[src/rtl/tt_sweep_capture_pkg.sv]
// ---------------------------------------------------------------------------
// tt_sweep_pkg
//   Shared definitions for the truth-table sweep/capture block.
//   - N_IN_DEF     : default number of function inputs
//   - SETTLE_W     : width of the settle counter (SETTLE range 0..15)
//   - tt_width()   : truth-table width for a given input count (2**n)
//   - sweep_state_t: FSM state encoding used by tt_sweep_capture
// ---------------------------------------------------------------------------
package tt_sweep_pkg;

  localparam int N_IN_DEF = 4;
  localparam int SETTLE_W = 4;

  // One truth-table bit per input minterm.
  function automatic int tt_width(input int n_in);
    return 1 << n_in;
  endfunction

  typedef enum logic [1:0] {
    IDLE   = 2'd0,
    WAIT   = 2'd1,
    SAMPLE = 2'd2,
    DONE   = 2'd3
  } sweep_state_t;

endpackage

[src/rtl/tt_sweep_capture_settle_timer.sv]
// ---------------------------------------------------------------------------
// tt_settle_timer
//   Loadable down-counter that paces the settle time between driving a new
//   minterm and sampling the function output.
// Ports:
//   clk      in  clock, rising edge
//   rst      in  synchronous active-high reset (count -> 0)
//   load     in  load count with load_val (has priority over en)
//   load_val in  W-bit reload value
//   en       in  decrement enable (saturates at 0)
//   done     out high on the last wait cycle (count <= 1)
// ---------------------------------------------------------------------------
module tt_settle_timer
  import tt_sweep_pkg::*;
#(
  parameter int W = SETTLE_W
) (
  input  logic         clk,
  input  logic         rst,
  input  logic         load,
  input  logic [W-1:0] load_val,
  input  logic         en,
  output logic         done
);

  logic [W-1:0] count_q;
  logic [W-1:0] count_d;

  // Next count: reload wins, otherwise count down towards zero.
  always_comb begin
    count_d = count_q;
    if (load) begin
      count_d = load_val;
    end else if (en && (count_q != '0)) begin
      count_d = count_q - W'(1);
    end
  end

  always_ff @(posedge clk) begin
    if (rst) begin
      count_q <= '0;
    end else begin
      count_q <= count_d;
    end
  end

  // A count of 1 means this is the final wait cycle; 0 is treated the same
  // so a timer that was never loaded cannot stall the FSM.
  assign done = (count_q <= W'(1));

endmodule

[src/rtl/tt_sweep_capture.sv]
// ---------------------------------------------------------------------------
// tt_sweep_capture
//   Drives every input minterm of an N_IN-input combinational function block,
//   waits SETTLE cycles per minterm, samples fn_y and assembles the truth
//   table (bit i = f(i)). The table is handed downstream with valid/ready.
// Parameters:
//   N_IN    number of function inputs (truth table is 2**N_IN bits)
//   SETTLE  wait cycles after fn_x changes before fn_y is sampled (0..15)
// Ports:
//   clk       in   clock, rising edge
//   rst       in   synchronous active-high reset, aborts any sweep
//   start     in   sweep request, accepted only in IDLE
//   busy      out  high from accept until the tt_valid/tt_ready handshake
//   fn_x      out  minterm driven to the function block
//   fn_y      in   function block output
//   tt        out  captured truth table, stable while tt_valid
//   tt_valid  out  truth table available
//   tt_ones   out  onset count of tt (only with TT_SWEEP_POPCOUNT_EN)
//   tt_ready  in   downstream accepts tt
// Configuration:
//   TT_SWEEP_POPCOUNT_EN  adds the tt_ones output and its accumulator.
// ---------------------------------------------------------------------------
module tt_sweep_capture
  import tt_sweep_pkg::*;
#(
  parameter int N_IN   = N_IN_DEF,
  parameter int SETTLE = 1
) (
  input  logic                      clk,
  input  logic                      rst,
  input  logic                      start,
  output logic                      busy,
  output logic [N_IN-1:0]           fn_x,
  input  logic                      fn_y,
  output logic [tt_width(N_IN)-1:0] tt,
  output logic                      tt_valid,
`ifdef TT_SWEEP_POPCOUNT_EN
  output logic [N_IN:0]             tt_ones,
`endif
  input  logic                      tt_ready
);

  localparam int                  TT_W     = tt_width(N_IN);
  localparam logic [N_IN-1:0]     IDX_LAST = N_IN'(TT_W - 1);
  localparam logic [SETTLE_W-1:0] SETTLE_V = SETTLE_W'(SETTLE);
  localparam bit                  HAS_WAIT = (SETTLE != 0);

  sweep_state_t    state_q;
  sweep_state_t    state_d;
  logic [N_IN-1:0] idx_q;
  logic [N_IN-1:0] idx_d;
  logic [TT_W-1:0] tt_q;
  logic [TT_W-1:0] tt_d;
  logic            tt_valid_q;
  logic            tt_valid_d;

  logic            timer_load;
  logic            timer_en;
  logic            timer_done;

  tt_settle_timer #(
    .W (SETTLE_W)
  ) u_settle_timer (
    .clk      (clk),
    .rst      (rst),
    .load     (timer_load),
    .load_val (SETTLE_V),
    .en       (timer_en),
    .done     (timer_done)
  );

  // Sweep FSM and capture datapath. Each minterm spends SETTLE cycles in
  // WAIT followed by one SAMPLE cycle, so fn_x is held SETTLE+1 cycles.
  // tt_valid is registered from the DONE state, which adds the one extra
  // cycle between the final sample and the table being presented.
  always_comb begin
    state_d    = state_q;
    idx_d      = idx_q;
    tt_d       = tt_q;
    tt_valid_d = tt_valid_q;
    timer_load = 1'b0;
    timer_en   = 1'b0;

    unique case (state_q)
      IDLE: begin
        if (start) begin
          idx_d      = '0;
          timer_load = 1'b1;
          state_d    = HAS_WAIT ? WAIT : SAMPLE;
        end
      end

      WAIT: begin
        timer_en = 1'b1;
        if (timer_done) begin
          state_d = SAMPLE;
        end
      end

      SAMPLE: begin
        tt_d[idx_q] = fn_y;
        // The terminal compare ends the sweep; idx never wraps.
        if (idx_q == IDX_LAST) begin
          state_d = DONE;
        end else begin
          idx_d      = idx_q + N_IN'(1);
          timer_load = 1'b1;
          state_d    = HAS_WAIT ? WAIT : SAMPLE;
        end
      end

      DONE: begin
        // start is not looked at here, so a start coinciding with the
        // handshake is dropped rather than queued.
        if (tt_valid_q && tt_ready) begin
          tt_valid_d = 1'b0;
          state_d    = IDLE;
        end else begin
          tt_valid_d = 1'b1;
        end
      end

      default: begin
        state_d = IDLE;
      end
    endcase
  end

  always_ff @(posedge clk) begin
    if (rst) begin
      state_q    <= IDLE;
      idx_q      <= '0;
      tt_q       <= '0;
      tt_valid_q <= 1'b0;
    end else begin
      state_q    <= state_d;
      idx_q      <= idx_d;
      tt_q       <= tt_d;
      tt_valid_q <= tt_valid_d;
    end
  end

  // fn_x tracks idx directly, so it only moves when a new minterm starts.
  assign fn_x     = idx_q;
  assign tt       = tt_q;
  assign tt_valid = tt_valid_q;
  assign busy     = (state_q != IDLE);

`ifdef TT_SWEEP_POPCOUNT_EN
  logic [N_IN:0] ones_q;
  logic [N_IN:0] ones_d;

  // Onset counter: cleared when a sweep is accepted, bumped by fn_y on
  // every sample, so it is complete by the time tt_valid rises.
  always_comb begin
    ones_d = ones_q;
    if ((state_q == IDLE) && start) begin
      ones_d = '0;
    end else if (state_q == SAMPLE) begin
      ones_d = ones_q + (N_IN + 1)'(fn_y);
    end
  end

  always_ff @(posedge clk) begin
    if (rst) begin
      ones_q <= '0;
    end else begin
      ones_q <= ones_d;
    end
  end

  assign tt_ones = ones_q;
`endif

endmodule

[config.mk]
export PLATFORM = sky130hd
export DESIGN_NAME = tt_sweep_capture
export DESIGN_NICKNAME = d
export VERILOG_FILES = /design/src/rtl/tt_sweep_capture_pkg.sv /design/src/rtl/tt_sweep_capture_settle_timer.sv /design/src/rtl/tt_sweep_capture.sv
export SDC_FILE = /design/constraint.sdc
export NUM_CORES = 1
export LEC_CHECK = 0
export BUFFER_PORTS_ARGS = -buffer_cell sky130_fd_sc_hd__buf_2
export CAP_MARGIN = 10
export CORE_ASPECT_RATIO = 1.2
export CORE_MARGIN = 2
export CORE_UTILIZATION = 30
export DETAILED_ROUTE_END_ITERATION = 7
export PLACE_DENSITY_LB_ADDON = 0.25
export SETUP_SLACK_MARGIN = 0.4
export SYNTH_ARGS = -nofsm -noshare
export SYNTH_HDL_FRONTEND = slang
export SYNTH_SLANG_ARGS = --single-unit
[constraint.sdc]
create_clock -name clk -period 4.2 [get_ports clk]
set_input_delay 0.21 -clock clk [delete_from_list [all_inputs] [get_ports clk]]
set_output_delay 0.21 -clock clk [all_outputs]
set_load 0.005 [all_outputs]
# Yosys cells after proc, flatten, opt, wreduce, memory -nomap -nowiden
# Index checks and enable logic that the tools add are counted.
dict set report totals {
  input_bits 5
  ff_bits 27
  word_cells 48
  output_inout_bits 22
}
dict set report op_classes {
  addsub 2
  order_cmp 3
  reduce_logical 11
  n_eq_ne 8
  mux 18
}
# cell n
set op_table {}
lappend op_table {{16-bit bitwise mux} 1}
lappend op_table {{2-bit two-way mux} 4}
lappend op_table {{4-bit two-way mux} 2}
lappend op_table {{2-bit != test, second input constant} 4}
lappend op_table {{2-bit one-hot mux with 4 select lines} 1}
lappend op_table {{4-bit one-hot mux with 2 select lines} 1}
lappend op_table {{1-bit two-way mux} 7}
lappend op_table {{3-bit AND reduction} 2}
lappend op_table {{2-bit nonzero test} 3}
lappend op_table {{4-bit by 5-bit less-than comparator with 1-bit output, second input constant} 1}
lappend op_table {{4-bit by 1-bit adder with 4-bit output, second input constant} 1}
lappend op_table {{1-bit demux with 4-bit select} 1}
lappend op_table {{2-bit equality test, second input constant} 2}
lappend op_table {{4-bit equality test, second input constant} 1}
lappend op_table {{4-bit by 1-bit greater-or-equal comparator with 1-bit output, second input constant} 1}
lappend op_table {{4-bit by 1-bit less-or-equal comparator with 1-bit output, second input constant} 1}
lappend op_table {{4-bit nonzero test} 1}
lappend op_table {{4-bit by 1-bit subtractor with 4-bit output, second input constant} 1}
lappend op_table {{1-bit logical AND} 3}
lappend op_table {{2-bit by 1-bit equality test with 1-bit output, second input constant} 1}
lappend op_table {{2-bit logical NOT} 1}
lappend op_table {{1-bit one-hot mux with 2 select lines} 1}
lappend op_table {{2-bit OR reduction} 1}

# Logic depth before layout (Yosys ltp)
# Gate-level depths: netlist of run 1.
dict set report depth {
  ltp_word 5
  ltp_mapped 6
}

# Modules after synthesis
# From an unflattened synthesis of run 1, not the netlist that was laid out.
dict set report hier_totals {
  cells_unflattened 156
  area_unflattened_um2 1450.1
}
# module n_inst cells_per_inst area_each_um2
set modules_own_cells {}
lappend modules_own_cells {tt_sweep_capture 1 123 1168.6}
lappend modules_own_cells {tt_settle_timer 1 33 281.5}

# Worst setup path after synthesis of run 1
# Ideal clock, no wire load.
dict set report synth_timing {
  path_kind {register -> register}
  from {reg idx_q[0] (netlist: fn_x[0])}
  to {reg idx_q[3] (netlist: fn_x[3])}
  required_time_ns 4.130
  stages_incl_launch_ff 6
  setup_slack_ns 2.581
  t_arrival_ns 1.549
  cell_sequence {dfxtp_1 -> ha_1 -> and4_4 -> buf_6 -> or4_1 -> a21oi_1}
}
dict set report synth_via {
  elab_chain_len 3
  elab_cells_between_ends 6
  cone_classes {1 x add/sub; 2 x eq/ne; 2 x mux; 1 x reduce/logical}
}
# element line
set synth_rtl {}
lappend synth_rtl {{start, declared} tt_sweep_capture.sv:50} ;# logic [N_IN-1:0] idx_q;
lappend synth_rtl {{start signal, assigned} tt_sweep_capture.sv:137} ;# idx_q <= idx_d;
lappend synth_rtl {{4-bit by 1-bit adder with 4-bit output or 4-bit equality test (tied branches)} {tt_sweep_capture.sv:106, tt_sweep_capture.sv:103}}
lappend synth_rtl {{4-bit two-way mux or 2-bit != test (tied branches)} n/a}
lappend synth_rtl {{4-bit one-hot mux with 2 select lines or 3-bit AND reduction (tied branches)} n/a}
# Parallel ways exist; a longest one is shown, timed or not. The select of a mux whose other input is x is not followed.
# A chain may end at the register's enable or synchronous reset.

# Final worst setup path of run 1
dict set report layout_timing {
  from {reg state_q[1]}
  to {reg tt_q[7] (netlist: tt[7])}
}
dict set report layout_via {
  elab_chain_len 1
}
# element line
set layout_rtl {}
lappend layout_rtl {{start, declared} tt_sweep_capture.sv:48} ;# sweep_state_t state_q;
lappend layout_rtl {{start signal, assigned} tt_sweep_capture.sv:136} ;# state_q <= state_d;
lappend layout_rtl {{2-bit equality test} tt_sweep_capture.sv:84} ;# unique case (state_q)
lappend layout_rtl {{end signal, assigned} tt_sweep_capture.sv:138} ;# tt_q <= tt_d;
lappend layout_rtl {{end, declared} tt_sweep_capture.sv:52} ;# logic [TT_W-1:0] tt_q;
# No other way between the ends.

==> metrics.cfg, run 1 <==
[timing]
min_period_ps=1990
setup_ws_ps=2210
maxSlewViolCount=0
tns_ps=0
min_period_over_period_pct=47.5
fmax_mhz=502
setup_viol=0
hold_violations=0
worstMarginPinSlew_ps=1080
relSlewSlack_pct=28.0
fin_worst_skew_ps=5.88
rsz0062_at_grt=false

[die]
die-area_mm2=0.00512
die_y_um=78.0
coreArea_mm2=0.00433
ioPinCount=27
initial_utilization_pct=31.6
num_rows=26
dieWidth_um=65.7

[place]
io_buffer_count=26
postPlaceCellArea_mm2=0.00151
post-dp-hpwl_um=2320
pre_cts_ws_ps=2260
gp_congestion=0.753

[setup_path]
end_kind=register
cp_max_fo=18
cp-start-kind=register
worstPathArrival_ps=2200
critical_path_class=reg2reg
cp.required_ps=4410

[logic_synthesis]
synth-main-ff-cell=dfxtp_1
ys_seq_area_share_pct=39.5
syn_area_per_cell_um2=8.30
ys_warn_count=0
ys_ff_latch=27
synth.top_cell.area_share_pct=39.5
async_flop_share_pct=0
synth_edf_count=0
syn-num-nets=177
netlist_instances=165
syn-cell-area_mm2=0.00137
synth_area_leaders=dfxtp_1, a21oi_1, nand4_1, ha_1, o21ai_1
yosys.area.top_type=dfxtp_1
synth_cell_types=33

[finish]
syn_to_final_growth_pct=13.4
drive_gt1_share_pct=16.4
design_area_mm2=0.00155
final_cell_mix=a21oi_1, dfxtp_1, buf_2
antenna_cells=0
final_nets=196
nFillCells=474

[detailed_routing]
vias=1257
drt_first_pass_iters=4
wire_per_inst_um=13.7
routed_wirelength_um=3280
drt_iter0_drc=90
avgViaCountPerCell=5.26
drtAntennaViolNets=0
drc_errors=0

[global_route]
grt_overflow=0
track_usage_pct=13.2
grt_max_degree=24
grt_pass1_vias=1220
grt_antenna_before_repair=0
grt_pass1_wl_um=5480

[min_path]
hold_class=in2reg

[clocking]
h-tree-depth=1
cts_inserted_buffers=3
post-cts-setup-buffer-count=0
cts_tree=built
clock_path_buffers=2
cts.repair.resized=0
worstSkewPairLatency_ps=270
cts.sinks=27
cts-root-buf=clkbuf_8
cts_hold_buf=0
path_clk_slew_ps=100

[power]
power.density_mw_per_mm2=331
leakagePower_nw=0.578
peakVddDrop_uv=157

[run]
drv_cap=0

[run_status]
status=complete, no violations

[Yosys cell counts (all sizes together) (3+ instances only)]
library cell / number
nand3b: 4
nand2b: 5
buf: 3
o21ai: 21
nand3: 6
nor2b: 3
a21oi: 27
nor2: 5
clkbuf: 9
inv: 7
dfxtp: 27
nand4: 16
ha: 7
[routing by layer]
metal,vias up,track usage [%],share of wire [%]
met5,-,0,0
met4,0,3.96,0.52
met3,2,2.32,3.3
met2,30,22.3,47
met1,580,16.8,49
li1,645,-,-
[logic make-up after synthesis]
| group | share of synthesized area, % |
|---|---|
| flops | 39.5 |
| compound gates | 22.9 |
| simple gates | 24.8 |
| fa+ha+maj | 6.40 |
| buf+inv | 6.40 |
[critical path, cell delays in order (launching register included)]
cell,delay (ps)
dfxtp_1,650
nor2b_1,920
nand4_1,200
a21oi_1,170
[area by class of cell]
cell class	instances	area (um2)	share of cell area, %
Timing Repair Buffer	26	130	8.38
Inverter	7	26.3	1.69
Tap cell	56	70.1	4.51
Multi-Input combinational cell	119	741	47.7
Sequential cell	27	541	34.8
Clock buffer	4	45.0	2.90
[report_power, final]
group	internal, mW	switching (mW)
registers	0.265	0.0186
logic	0.0334	0.0491
clock network	0.0679	0.0810
[sequential cells by signal, indices dropped and copies added (netlist names)]
signal and cells:
fn_x 4, tt 16, tt_valid 1, state_q 2, u_settle_timer.count_q 4
[metrics by stage]
step                power, mW  util [%]  hold slack [ps]  cells
floorplan               0.352         -              289    165
global placement        0.372      34.8              465    235
detailed placement      0.372      34.8              465    235
CTS                     0.523      35.9              293    239
global route            0.545      35.9              313    239
finish                  0.515      35.9              305    239
[final timing paths]
| check | depth (start not counted) | from | slack (ps) | to |
|---|---|---|---|---|
| min | 3 | tt_ready | 300 | tt_valid |
| min reg2reg | 2 | tt[9] | 480 | tt[9] |
| max reg2reg | 3 | state_q[1] | 2210 | tt[7] |
| max | 3 | state_q[1] | 2210 | tt[7] |
Power figures use the tool's default switching activity.
==> inputs of run 2 (changes only) <==
- ABC_AREA: not set -> 1
- clock period: 4.2 -> 2 ns (I/O delays scaled with it)
==> metrics.cfg, run 2 <==
[global_route]
grt_pass1_wl_um=5290  ; -3.4%
grt_antenna_before_repair=0  ; unchanged
grt_max_degree=19  ; -21%
grt_pass1_vias=1189  ; -2.5%
grt_overflow=0  ; unchanged
track_usage_pct=13.1  ; -0.14 points

[finish]
syn_to_final_growth_pct=16.7
drive_gt1_share_pct=23.2  ; +6.8 points
largest_reg_flops=16  ; unchanged
nFillCells=487  ; +2.7%
finalCoreUtilization_pct=36.9  ; +1.0 points
final_cell_mix=nand2_1, dfxtp_1, buf_2
antenna_cells=0  ; unchanged
design_area_mm2=0.00160  ; +2.8%
final_nets=220  ; +12%

[die]
ioPinCount=27  ; unchanged
initial_utilization_pct=31.6  ; about the same
dieWidth_um=65.6  ; about the same
die-area_mm2=0.00512  ; about the same
num_rows=26  ; unchanged
coreArea_mm2=0.00433  ; unchanged
die_y_um=78.0  ; about the same

[place]
gp_congestion=0.760  ; +0.88%
pre_cts_ws_ps=560  ; -1700 ps
post-dp-hpwl_um=2280  ; -2.0%
io_buffer_count=26  ; unchanged
postPlaceCellArea_mm2=0.00155  ; +2.8%

[min_path]
hold_class=in2reg
hold_path_depth=4  ; +1
worstHoldStart=tt_ready
min_to=tt_valid

[clocking]
h-tree-depth=1  ; unchanged
cts_hold_buf=0  ; unchanged
clock_path_buffers=2  ; unchanged
cts.repair.resized=0  ; unchanged
cts_tree=built
post-cts-setup-buffer-count=0  ; unchanged
cts-root-buf=clkbuf_8
path_clk_slew_ps=90  ; about the same
worstSkewPairLatency_ps=280  ; about the same
cts_inserted_buffers=3  ; unchanged
cts.sinks=27  ; unchanged

[detailed_routing]
drtAntennaViolNets=0  ; unchanged
vias=1264  ; +0.56%
drt_iter0_drc=62  ; -31%
drt_first_pass_iters=4  ; unchanged
drc_errors=0  ; unchanged
routed_wirelength_um=3100  ; -5.6%
wire_per_inst_um=11.8  ; -14%
avgViaCountPerCell=4.81  ; -8.6%

[setup_path]
r2r_setup_slack_ps=560  ; -1650 ps
cp_max_fo=6  ; -12
end_kind=register
worstPathArrival_ps=1600  ; -600 ps
critical_path_class=reg2reg
cp.required_ps=2160  ; -2250 ps
reg2reg_from=fn_x[1]
timing.rr.end=tt[3]
cp-start-kind=register
rr_worst_depth=6  ; +3

[logic_synthesis]
yosys.area.top_type=dfxtp_1
syn-cell-area_mm2=0.00137  ; about the same
synth_area_leaders=dfxtp_1, a21oi_1, nand3_1, nand2_1, ha_1
syn_area_per_cell_um2=7.56  ; -8.9%
synth-main-ff-cell=dfxtp_1
netlist_instances=181  ; +9.7%
synth_edf_count=0  ; unchanged
synth_common_cells=dfxtp_1, nand2_1, a21oi_1, nand3_1, inv_1
synth.top_cell.area_share_pct=39.5  ; about the same
syn-num-nets=193  ; +9.0%
ys_seq_area_share_pct=39.5  ; about the same
async_flop_share_pct=0  ; unchanged
synth_cell_types=26  ; -21%
ys_warn_count=0  ; unchanged
ys_ff_latch=27  ; unchanged

[power]
leakagePower_nw=0.726  ; +26%
power.density_mw_per_mm2=809  ; +140%
peakVddDrop_uv=221  ; +41%
power_mw=1.29  ; +150%

[timing]
setup_viol=0  ; unchanged
fin_worst_skew_ps=3.68  ; -2.20 ps
tns_ps=0  ; unchanged
min_period_ps=1440  ; -553 ps
maxSlewViolCount=0  ; unchanged
setup_ws_ps=560  ; -1650 ps
rsz0062_at_grt=false
relSlewSlack_pct=77.3  ; +49 points
worstMarginPinSlew_ps=341  ; -736 ps
min_period_over_period_pct=72.0  ; +25 points
fmax_mhz=694  ; +38%
hold_violations=0  ; unchanged

[run]
drv_cap=0  ; unchanged

[run_status]
status=complete, no violations

run 2: changes by cell type after synthesis, sizes merged, moves of 3 or more:
cell / delta
a21oi: -4
clkbuf: -6
inv: +16
nand2: +33
nand2b: -5
nand3: +19
nand4: -15
nor2: +6
nor2b: -3
o21ai: -3
run 2: area by class of cell:
class                           count  area (um2)  area share, %
Multi-Input combinational cell    126         713           44.7
Sequential cell                    27         541           33.9
Timing Repair Buffer               26         130           8.15
Clock inverter                      1        5.00          0.313
Inverter                           24        96.3           6.03
Clock buffer                        3        41.3           2.59
Tap cell                           56        70.1           4.39
run 2: kinds of logic (layout without fill, tap and decap cells):
logic type,Yosys count,after routing,share of synthesized area (%)
simple gates,76,76,29.5
compound gates,41,41,15.0
buf+inv,28,54,8.32
flops,27,27,39.5
fa+ha+maj,7,7,6.40
xor+xnor,2,2,1.28
run 2: report_power, final:
| group | switching (mW) | total, mW | internal (mW) |
|---|---|---|---|
| logic | 0.244 | 0.379 | 0.134 |
| registers | 0.0300 | 0.602 | 0.572 |
| clock network | 0.171 | 0.311 | 0.140 |
| total | 0.446 | 1.29 | 0.847 |
run 2: metal layers:
layer | part of all wire, % | vias up | track usage [%]
li1 | - | 645 | -
met1 | 49 | 580 | 17.5
met2 | 44 | 32 | 19.9
met3 | 4.2 | 7 | 2.46
met4 | 2.7 | 0 | 6.25
met5 | 0 | - | 0
run 2: worst max path at each step:
stage                       start     end
after floorplan           fn_x[0]  tt[11]
after global routing      fn_x[1]   tt[7]
final                     fn_x[1]   tt[3]
after global placement    fn_x[1]  tt[11]
after detailed placement  fn_x[1]   tt[7]
after CTS                 fn_x[1]   tt[7]
run 2: critical path, stage by stage, from the launching register on:
cell     delay [ps]
dfxtp_1         430
ha_1            280
inv_1           100
nor2_4          180
inv_1           100
o21ai_0         160
a21oi_1          80
run 2: through the flow:
step / hold slack (ps) / instances
floorplan: 340 / 181
global placement: 459 / 259
detailed placement: 460 / 259
CTS: 154 / 263
global route: 192 / 263
finish: 163 / 263
==> inputs of run 3 (changes only) <==
- clock period: 2 -> 1.5 ns (I/O delays scaled with it)
==> metrics.cfg, run 3 (synthesized netlist as in run 2, its figures left out) <==
[detailed_routing]
drc_errors=0  ; unchanged
avgViaCountPerCell=4.79  ; -0.26%
vias=1347  ; +6.6%
drt_first_pass_iters=4  ; unchanged
drt_iter0_drc=51  ; -18%
wire_per_inst_um=12.5  ; +6.1%
routed_wirelength_um=3510  ; +13%
drtAntennaViolNets=0  ; unchanged

[min_path]
hold_path_depth=4  ; unchanged
hold_class=in2reg
worstHoldStart=rst
min_to=u_settle_timer.count_q[0]

[finish]
ff_latch_area_um2=563  ; +4.2%
final_common_cell=buf_2
final_nets=238  ; +8.2%
largest_reg_flops=16  ; unchanged
multi_input_area_um2=861  ; +21%
drive_gt1_share_pct=48.9  ; +26 points
syn_to_final_growth_pct=40.6
final_cell_mix=buf_2, nand2_1, nand3_1
antenna_cells=0  ; unchanged
nFillCells=447  ; -8.2%

[clocking]
cts.sinks=27  ; unchanged
path_clk_slew_ps=90  ; about the same
cts_hold_buf=0  ; unchanged
clock_path_buffers=2  ; unchanged
cts_inserted_buffers=3  ; unchanged
cts-root-buf=clkbuf_8
h-tree-depth=1  ; unchanged
worstSkewPairLatency_ps=270  ; about the same
cts_tree=built

[place]
pre_cts_ws_ps=243  ; -317 ps
io_buffer_count=26  ; unchanged
gp_congestion=0.804  ; +5.8%
post-dp-hpwl_um=2460  ; +8.0%

[die]
dieWidth_um=65.6  ; unchanged
coreArea_mm2=0.00433  ; unchanged
die_y_um=78.0  ; unchanged
die-area_mm2=0.00512  ; unchanged
ioPinCount=27  ; unchanged
initial_utilization_pct=31.6  ; unchanged
num_rows=26  ; unchanged

[timing]
setup_viol=0  ; unchanged
hold_violations=0  ; unchanged
relSlewSlack_pct=79.4  ; +2.1 points
fmax_mhz=853  ; +23%
rsz0062_at_grt=true
min_period_ps=1170  ; -268 ps
hold_ws_ps=167  ; +4.31 ps
maxSlewViolCount=0  ; unchanged
setup_ws_ps=328  ; -232 ps
min_period_over_period_pct=78.2  ; +6.2 points
worstMarginPinSlew_ps=309  ; -31.5 ps
tns_ps=0  ; unchanged
fin_worst_skew_ps=2.76  ; -0.913 ps

[setup_path]
cp-start-kind=register
cp_max_fo=5  ; -1
r2r_setup_slack_ps=330  ; -230 ps
reg2reg_from=u_settle_timer.count_q[0]
cp.required_ps=1710  ; -450 ps
rr_worst_depth=6  ; unchanged
timing.rr.end=u_settle_timer.count_q[1]
critical_path_class=reg2reg
end_kind=register
worstPathArrival_ps=1380  ; -220 ps

[global_route]
grt_max_degree=18  ; -1
grt_pass1_vias=1291  ; +8.6%
grt_pass1_wl_um=5990  ; +13%
grt_overflow=0  ; unchanged
track_usage_pct=14.7  ; +1.6 points
grt_antenna_before_repair=0  ; unchanged

[power]
power.density_mw_per_mm2=1040  ; +29%
leakagePower_nw=0.855  ; +18%
peakVddDrop_uv=558  ; +150%

[run]
drv_cap=0  ; unchanged

[run_status]
status=complete, no violations

run 3: layout make-up:
| type | count | share of cell area (%) |
|---|---|---|
| Tap cell | 56 | 3.64 |
| Sequential cell | 27 | 29.3 |
| Multi-Input combinational cell | 126 | 44.8 |
| Clock inverter | 1 | 0.325 |
| Inverter | 24 | 5.86 |
| Clock buffer | 3 | 2.15 |
| Timing Repair Buffer | 44 | 14.0 |
run 3: worst max path at each step:
stage	from	endpoint	slack, ps	depth (start not counted)
6_report	u_settle_timer.count_q[0]	u_settle_timer.count_q[1]	330	6
5_1_grt	u_settle_timer.count_q[0]	u_settle_timer.count_q[1]	260	6
4_1_cts	u_settle_timer.count_q[0]	u_settle_timer.count_q[1]	360	6
3_5_place_dp	fn_x[2]	fn_x[3]	240	7
3_3_place_gp	fn_x[2]	tt[5]	230	5
2_1_floorplan	fn_x[0]	tt[7]	400	6
run 3: stage by stage:
stage	utilization [%]	cell area (um2)	total power [mW]	instances
2_1_floorplan	-	1390	1.23	181
3_3_place_gp	36.8	1590	1.34	262
3_5_place_dp	36.8	1590	1.35	262
4_1_cts	42.0	1820	1.89	277
5_1_grt	44.4	1920	2.16	281
6_report	44.4	1920	2.01	281
run 3: timing repair:
item,4_1_cts,5_1_grt
setup buffers,11,4
endpoints found under the setup margin,27,26
resized for setup,36,26
pin swaps,9,11
run 3: where the power goes:
group,internal (mW),switching (mW)
combinational,0.328,0.424
sequential,0.771,0.0653
clock,0.190,0.227
run 3: layer usage:
layer	vias to the layer above	global-route usage (%)	wire length, um
met5	-	0	0
met1	631	17.1	1450
li1	684	-	-
met3	4	2.03	103
met4	0	3.75	25
met2	28	27.5	1930
run 3: worst max-delay path, cell delays in order (launching register included):
cell and delay (ps):
dfxtp_4 380, inv_4 50, ha_2 180, nand2_2 80, nand2_4 70, or2_1 230, a21oi_1 130
